## config.mk

```make
export PLATFORM = sky130hd
export DESIGN_NAME = full_adder
export DESIGN_NICKNAME = d
export VERILOG_FILES = /design/src/rtl/full_adder.sv
export SDC_FILE = /design/constraint.sdc
export NUM_CORES = 1
export LEC_CHECK = 0
export BUFFER_PORTS_ARGS = -buffer_cell sky130_fd_sc_hd__buf_4
export CAP_MARGIN = 15
export CORE_AREA = 2 2 39 41
export DETAILED_ROUTE_END_ITERATION = 8
export DIE_AREA = 0 0 41 43
export MAX_ROUTING_LAYER = met4
export PLACE_DENSITY = 0.32
export SYNTH_ARGS = -nofsm -noshare
export SYNTH_HDL_FRONTEND = slang
export SYNTH_SLANG_ARGS = --single-unit
```

## constraint.sdc

```tcl
create_clock -name clk -period 1.95 [get_ports clk]
set_input_delay 0.0975 -clock clk [delete_from_list [all_inputs] [get_ports clk]]
set_output_delay 0.0975 -clock clk [all_outputs]
set_load 0.02 [all_outputs]
```

## src/rtl/full_adder.sv

```systemverilog
// full_adder: WIDTH-bit adder with a combinational {carry, sum} path and a
// one-cycle registered copy (sum_q/carry_q) qualified by out_valid.
// Optional feature: define FULL_ADDER_OVF_EN to add ovf_q, a registered
// two's-complement overflow flag sharing the sum_q enable/reset rules.
module full_adder #(
    parameter int WIDTH = 1
) (
    input  logic             clk,
    input  logic             rst,
    input  logic [WIDTH-1:0] a,
    input  logic [WIDTH-1:0] b,
    input  logic             cin,
    input  logic             in_valid,
    output logic [WIDTH-1:0] sum,
    output logic             carry,
    output logic [WIDTH-1:0] sum_q,
    output logic             carry_q,
`ifdef FULL_ADDER_OVF_EN
    output logic             ovf_q,
`endif
    output logic             out_valid
);

    // The full result is one bit wider than the operands, so the carry out of
    // the MSB is kept and nothing wraps.
    logic [WIDTH:0] total;

    logic [WIDTH-1:0] sum_d;
    logic             carry_d;
    logic             out_valid_q;

`ifdef FULL_ADDER_OVF_EN
    logic ovf_d;
    logic ovf_now;
`endif

    // Combinational add: zero latency, independent of clk, rst and in_valid.
    always_comb begin
        total = {1'b0, a} + {1'b0, b} + {{WIDTH{1'b0}}, cin};
        sum   = total[WIDTH-1:0];
        carry = total[WIDTH];
    end

`ifdef FULL_ADDER_OVF_EN
    // Signed overflow: operands agree in sign but the result sign differs.
    always_comb begin
        ovf_now = (a[WIDTH-1] == b[WIDTH-1]) && (sum[WIDTH-1] != a[WIDTH-1]);
    end
`endif

    // Next-state for the registered result: capture on in_valid, else hold.
    always_comb begin
        // NOTE: every variable gets its hold value first, so no path leaves it unassigned and no latch is inferred.
        sum_d   = sum_q;
        carry_d = carry_q;
`ifdef FULL_ADDER_OVF_EN
        ovf_d   = ovf_q;
`endif
        if (in_valid) begin
            sum_d   = sum;
            carry_d = carry;
`ifdef FULL_ADDER_OVF_EN
            ovf_d   = ovf_now;
`endif
        end
    end

    // Result and qualifier registers with synchronous reset taking priority.
    always_ff @(posedge clk) begin
        // NOTE: reset is sampled on the clock edge only, so rst is an ordinary data input to these flops; it outranks in_valid.
        if (rst) begin
            sum_q       <= '0;
            carry_q     <= 1'b0;
            out_valid_q <= 1'b0;
`ifdef FULL_ADDER_OVF_EN
            ovf_q       <= 1'b0;
`endif
        end else begin
            // NOTE: non-blocking assignments so all flops update from pre-edge values.
            sum_q       <= sum_d;
            carry_q     <= carry_d;
            out_valid_q <= in_valid;
`ifdef FULL_ADDER_OVF_EN
            ovf_q       <= ovf_d;
`endif
        end
    end

    assign out_valid = out_valid_q;

endmodule

```

-- Word level (Yosys, flattened, before mapping)
Cells that the tools add are included.
- register bits: 3
- input bits: 6
- output and inout port bits: 5
- word-level logic and storage cells: 5
- add/subtract/negate cells: 2
- operators by type and width (cell ; count):
    1-bit by 1-bit adder with 2-bit output ; 1
    2-bit by 1-bit adder with 2-bit output ; 1

-- Longest topological paths before layout
Gate-level depths: netlist of run 1.
- word-level depth: 2
- gate-level depth with buffers: 3
- gate-level depth less buffers: 3

-- Worst setup path before layout of run 1
No wires, ideal clock.
- path kind: input -> register
- from: in a
- to: reg sum_q
- library setup time: 115 ps
- arrival: 892 ps
- required time: 1835 ps
- setup slack: 943 ps
- cell stages on the path: 3
- buffers on the path: 0
- cell sequence: fa_1 -> mux2i_1 -> nor2_1
- longest elaborated chain between the ends: 2
- ends and longest elaborated chain (item ; line ; text):
    from (decl) ; 10 ; input logic [WIDTH-1:0] a,
    1-bit by 1-bit adder with 2-bit output ; 39 ; total = {1'b0, a} + {1'b0, b} + {{WIDTH{1'b0}}, cin};
    2-bit by 1-bit adder with 2-bit output ; 39 ;
    to (signal assigned) ; 80 ; sum_q <= sum_d;
    to (decl) ; 16 ; output logic [WIDTH-1:0] sum_q,
No other way between the ends.
A chain may end at the register's enable or synchronous reset.

-- Final worst setup path of run 1
- from: in a
- to: out sum
- longest elaborated chain between the ends: 2
- ends and longest elaborated chain (item ; line ; text):
    1-bit by 1-bit adder with 2-bit output ; 39 ;
    2-bit by 1-bit adder with 2-bit output ; 39 ;
    to (decl) ; 14 ; output logic [WIDTH-1:0] sum,
No other way between the ends.

==> reports/qor.csv, run 1 <==
stage,metric,value,unit
clocking,cts_num_sinks,3,
die,start_util,0.0823,
synthesis,ys_types,5,
sta,fin_skew,0,ps
clocking,cts_inserted_buffers,3,
die,die_h,43,um
placed_design,routabilityCongestion,0.582,
setup_path,cp.arrival,930,ps
synthesis,ys.flop_type,dfxtp_1,
clocking,root_buffer,clkbuf_4,
sta,setup_tns,0,ps
setup_path,worstSetupPathType,in2out,
clocking,holdBufCountCts,0,
routing,ant_nets,0,
sta,maxSlewViolCount,0,
grt,antenna_found_initial,0,
clocking,path_clk_slew,40,ps
routing,route.detailed.drc,0,
power_and_ir_drop,power.density,958,nW/um2
min_path,min_from,rst,
synthesis,syn_nets,16,
grt,first_global_vias,132,
placed_design,placed_area,209,um2
sta,rsz0062_at_grt,no,
grt,grt_usage,0.0597,
final_layout,drive_gt1_frac,0.565,
final_layout,finalInstanceArea,235,um2
synthesis,synth_top_family_by_area,adder cells,
sta,slew_headroom,0.905,
final_layout,antenna_cells,0,
synthesis,yosys.area_share.xor_xnor,0,
synthesis,synth-simple-area-share,0.121,
sta,max_freq,976,MHz
routing,drtPass1Iterations,4,
clocking,clock_latency,230,ps
clocking,cts-resized-gates,0,
run,max_cap_viol_count,0,
grt,grt_pass1_wl,524,um
synthesis,synth.area.mux_share,0.176,
synthesis,netlist.area_leader.share,0.527,
setup_path,slowest_delay,560,ps
synthesis,yosys-top-cells-count,"dfxtp_1, mux2i_1, nor2_1",
min_path,holdPathStages,2,
clocking,cts_buffer_depth,2,
die,rows,14,
setup_path,cp_num_buf_inv,2,
setup_path,reg2regPathDepth,2,
routing,num_vias,118,
power_and_ir_drop,ir_drop,0.204,mV
synthesis,synth_async_sr_flop_share,0,
power_and_ir_drop,power_leakage,0.114,nW
die,core,1380,um2
setup_path,crit_fanout,2,
final_layout,fin_nets,31,
setup_path,critPathRequiredTime,1850,ps
setup_path,start_kind,primary input,
synthesis,synth_fa_ha_area_frac,0.176,
setup_path,rr_endpoint,sum_q$_SDFFE_PP0P_,
setup_path,cp_cell_sequence,buf_4 -> fa_1 -> buf_4,
sta,finalHoldViolCount,0,
synthesis,synthTopCellsByArea,"dfxtp_1, fa_1, mux2i_1, nor2_1, nor2b_1",
setup_path,crit_top_cell,buf_4,
final_layout,syn_to_final_growth,107,%
synthesis,yosysWarnings,0,
sta,period_share,0.525,
routing,routed_wl,324,um
sta,worst_pin_slew,138,ps
synthesis,synth_compound_area_frac,0,
sta,setup_viol,0,
synthesis,syn_area,114,um2
grt,grt_max_degree,4,
sta,period_needed,1020,ps
setup_path,worstSetupEndpointType,primary output,
setup_path,path_delay_family,adder cells,
die,die-area,1760,um2
final_layout,fin_util,0.170,
clocking,cts_tree,done,
min_path,whs_endpoint,out_valid$_SDFF_PP0_,
synthesis,synth_edf_count,0,
placed_design,io_buffers,10,
synthesis,syn_area_per_cell,12.7,um2
routing,wl_per_cell,8.31,um
grt,grt-ovfl-total,0,
setup_path,worst-r2r-setup-slack,1350,ps
setup_path,slowest_stage,fa_1,
synthesis,synthCells,9,
synthesis,synth-seq-cells,3,
clocking,htree_levels,1,
setup_path,regToRegStartpoint,sum_q$_SDFFE_PP0P_,
routing,via_per_inst,3.03,
synthesis,ys_seq_area_frac,0.527,
synthesis,synth_top_cell_by_area,dfxtp_1,
status,status,"finished, final reports clean",
min_path,hold_path.class,in2reg,
die,die_x,41,um
synthesis,yosysMostFrequentCell,dfxtp_1,
die,io_pins,11,
clocking,post_cts_buffers,0,
routing,dr.first_iter.drc_count,3,
routing by layer:
metal	vias up	track usage	part of all wire
li1	57	-	-
met5	-	-	0
met3	0	0.0942	0.28
met1	45	0.0611	0.45
met4	0	0.0600	0
met2	16	0.0375	0.27
registers in the layout (all words and copies together) (netlist names):
name,flops
carry_q,1
out_valid,1
sum_q,1
power by group:
group	switching, mW	leakage, nW	internal [mW]
clock network	0.0323	0.0150	0.0767
registers	0.00206	0.0249	0.0662
logic	0.0240	0.0742	0.0239
total	0.0584	0.114	0.167
cells in the final DEF (no fill, tap or decap):
cell type and count:
buf_4 10, clkbuf_1 1, clkbuf_4 3, dfxtp_1 3
fa_1 1, mux2i_1 2, nor2_1 2, nor2b_1 1
logic make-up after synthesis:
kind of cell,count (synthesis)
simple gates,3
fa+ha+maj,1
mux,2
flops,3
through the flow:
stage / instances / power (mW) / hold slack (ps) / setup WS [ps]
after floorplan: 9 / 0.0926 / 169 / 943
after global placement: 35 / 0.116 / 278 / 927
after detailed placement: 35 / 0.117 / 279 / 914
after CTS: 39 / 0.231 / 30.5 / 931
after global routing: 39 / 0.244 / 32.0 / 898
final: 39 / 0.225 / 37.6 / 925
cell type report:
class	instances	area, um2
clock buffer	4	26.3
sequential	3	60.1
tap	16	20.0
multi-input combinational	6	53.8
timing repair buffer	10	75.1
fill	155	1150
worst max path at each step:
| stage | start | endpoint | cells after the start |
|---|---|---|---|
| 4_1_cts | a | sum | 3 |
| 3_5_place_dp | a | sum_q$_SDFFE_PP0P_ | 4 |
| 3_3_place_gp | a | sum | 3 |
| 2_1_floorplan | a | sum_q$_SDFFE_PP0P_ | 3 |
| 5_1_grt | a | sum | 3 |
| 6_report | a | sum | 3 |
(Power assumes the default switching activity.)
==> inputs of run 2 (changes only) <==
ABC_AREA = 1   (was unset)
PLACE_DENSITY = 0.34   (was 0.32)
clock period = 0.9 ns   (was 1.95 ns; I/O delays follow)
==> reports/qor.csv, run 2 <==
stage,metric,value,unit
routing,routed_wl,346,um
synthesis,synth-seq-cells,3,
sta,finalHoldViolCount,0,
synthesis,synthTopCellsByArea,"dfxtp_1, fa_1, nor2_1, inv_1, nand2_1",
synthesis,yosysWarnings,0,
grt,antenna_found_initial,0,
routing,route.detailed.drc,0,
clocking,htree_levels,1,
grt,grt_usage,0.0524,
sta,worst_pin_slew,82.8,ps
power_and_ir_drop,power_leakage,0.144,nW
setup_path,start_kind,primary input,
sta,rsz0062_at_grt,no,
grt,first_global_vias,140,
final_layout,fin_util,0.195,
die,core,1380,um2
status,status,"finished, final reports clean",
die,io_pins,11,
routing,drtPass1Iterations,3,
synthesis,synthCells,17,
die,die_x,41,um
grt,grt_pass1_wl,510,um
final_layout,drive_gt1_frac,0.438,
setup_path,worst-r2r-setup-slack,340,ps
synthesis,synth_async_sr_flop_share,0,
routing,num_vias,143,
routing,dr.first_iter.drc_count,2,
final_layout,antenna_cells,0,
grt,grt_max_degree,6,
synthesis,ys_seq_area_frac,0.466,
synthesis,ys_types,5,
final_layout,layout_common_cells,"buf_4, nor2_1, inv_1, nand2_1",
synthesis,syn_nets,24,
power_and_ir_drop,power.density,1860,nW/um2
sta,fin_skew,0,ps
final_layout,layout_commonest_cell,buf_4,
synthesis,yosys-top-cells-count,"nor2_1, inv_1, nand2_1",
clocking,clock_latency,230,ps
sta,setup_tns,0,ps
placed_design,routabilityCongestion,0.572,
clocking,path_clk_slew,40,ps
synthesis,ys.flop_type,dfxtp_1,
die,start_util,0.0931,
sta,period_needed,876,ps
final_layout,fin_nets,40,
routing,wl_per_cell,7.21,um
die,die_h,43,um
setup_path,cp.arrival,830,ps
final_layout,syn_to_final_growth,110,%
setup_path,worstSetupEndpointType,primary output,
synthesis,synth_edf_count,0,
placed_design,dpl.hpwl,289,um
die,rows,14,
setup_path,critPathRequiredTime,850,ps
sta,maxSlewViolCount,0,
synthesis,synth_top_cell_by_area,dfxtp_1,
sta,max_freq,1140,MHz
setup_path,worstSetupPathType,in2out,
placed_design,io_buffers,10,
routing,via_per_inst,2.98,
clocking,cts_tree,done,
clocking,post_cts_buffers,0,
synthesis,yosysMostFrequentCell,nor2_1,
sta,slew_headroom,0.945,
routing,ant_nets,0,
synthesis,netlist.area_leader.share,0.466,
grt,grt-ovfl-total,0,
clocking,cts_inserted_buffers,3,
sta,setup_viol,0,
power_and_ir_drop,ir_drop,0.247,mV
setup_path,crit_fanout,2,
clocking,cts_buffer_depth,2,
min_path,hold_path.class,in2reg,
clocking,root_buffer,clkbuf_4,
clocking,cts_num_sinks,3,
synthesis,syn_area_per_cell,7.58,um2
die,die-area,1760,um2
sta,period_share,0.973,
run,max_cap_viol_count,0,
synthesis,syn_area,129,um2
==> run 2: cell count changes after synthesis <==
cell,before,now
inv_1,0,4
mux2i_1,2,0
nand2_1,0,4
nor2_1,2,5
nor2b_1,1,0
==> run 2: layer usage <==
metal	wire (um)	track usage	vias up
met5	0	-	-
met4	0	0.0800	0
met3	61	0.0314	0
met2	141	0.0563	11
met1	143	0.0481	56
li1	-	-	76
==> run 2: through the flow <==
stage                     power [mW]  cell area (um2)  instances  worst slack, ps  hold slack (ps)
after global routing           0.543              270         48             7.88             62.2
after global placement         0.261              226         43            -99.5              214
after CTS                      0.519              270         48             23.2             45.5
after floorplan                0.209              131         17            -29.9              116
after detailed placement       0.261              226         43            -96.6              214
final                          0.503              270         48             24.5             54.9
==> run 2: what timing repair did <==
action	in CTS	in global routing
gates resized for setup	2	0
hold buffers	1	0
setup endpoints to repair	1	0
hold endpoints to repair	1	0
==> run 2: final timing paths <==
check                        from              endpoint  cells past startpoint
max                           cin                   sum                      3
min                      in_valid  out_valid$_SDFF_PP0_                      3
max reg2reg  carry_q$_SDFFE_PP0P_  carry_q$_SDFFE_PP0P_                      2
min reg2reg    sum_q$_SDFFE_PP0P_    sum_q$_SDFFE_PP0P_                      2
==> run 2: cells by family (layout without fill, tap and decap cells) <==
kind of cell / count (synthesis) / after routing / share of synthesized area
and+or+nand+nor: 9 / 9 / 0.262
buffers and inverters: 4 / 19 / 0.116
adders and majority gates: 1 / 1 / 0.155
DFF: 3 / 3 / 0.466
==> run 2: where the power goes <==
part           switching (mW)  total [mW]  internal (mW)
clock network          0.0688       0.235          0.166
registers             0.00434       0.148          0.144
logic                  0.0586       0.121         0.0620
total                   0.132       0.503          0.372
==> run 2: layout make-up <==
type / instances / area [um2]
clock buffer: 4 / 26.3
fill: 153 / 1110
inverter: 4 / 15.0
multi-input combinational: 10 / 56.3
sequential: 3 / 60.1
tap: 16 / 20.0
timing repair buffer: 11 / 92.6
==> run 2: critical path, cell delays in order <==
cell,delay [ps]
buf_6,90
fa_2,570
buf_6,120
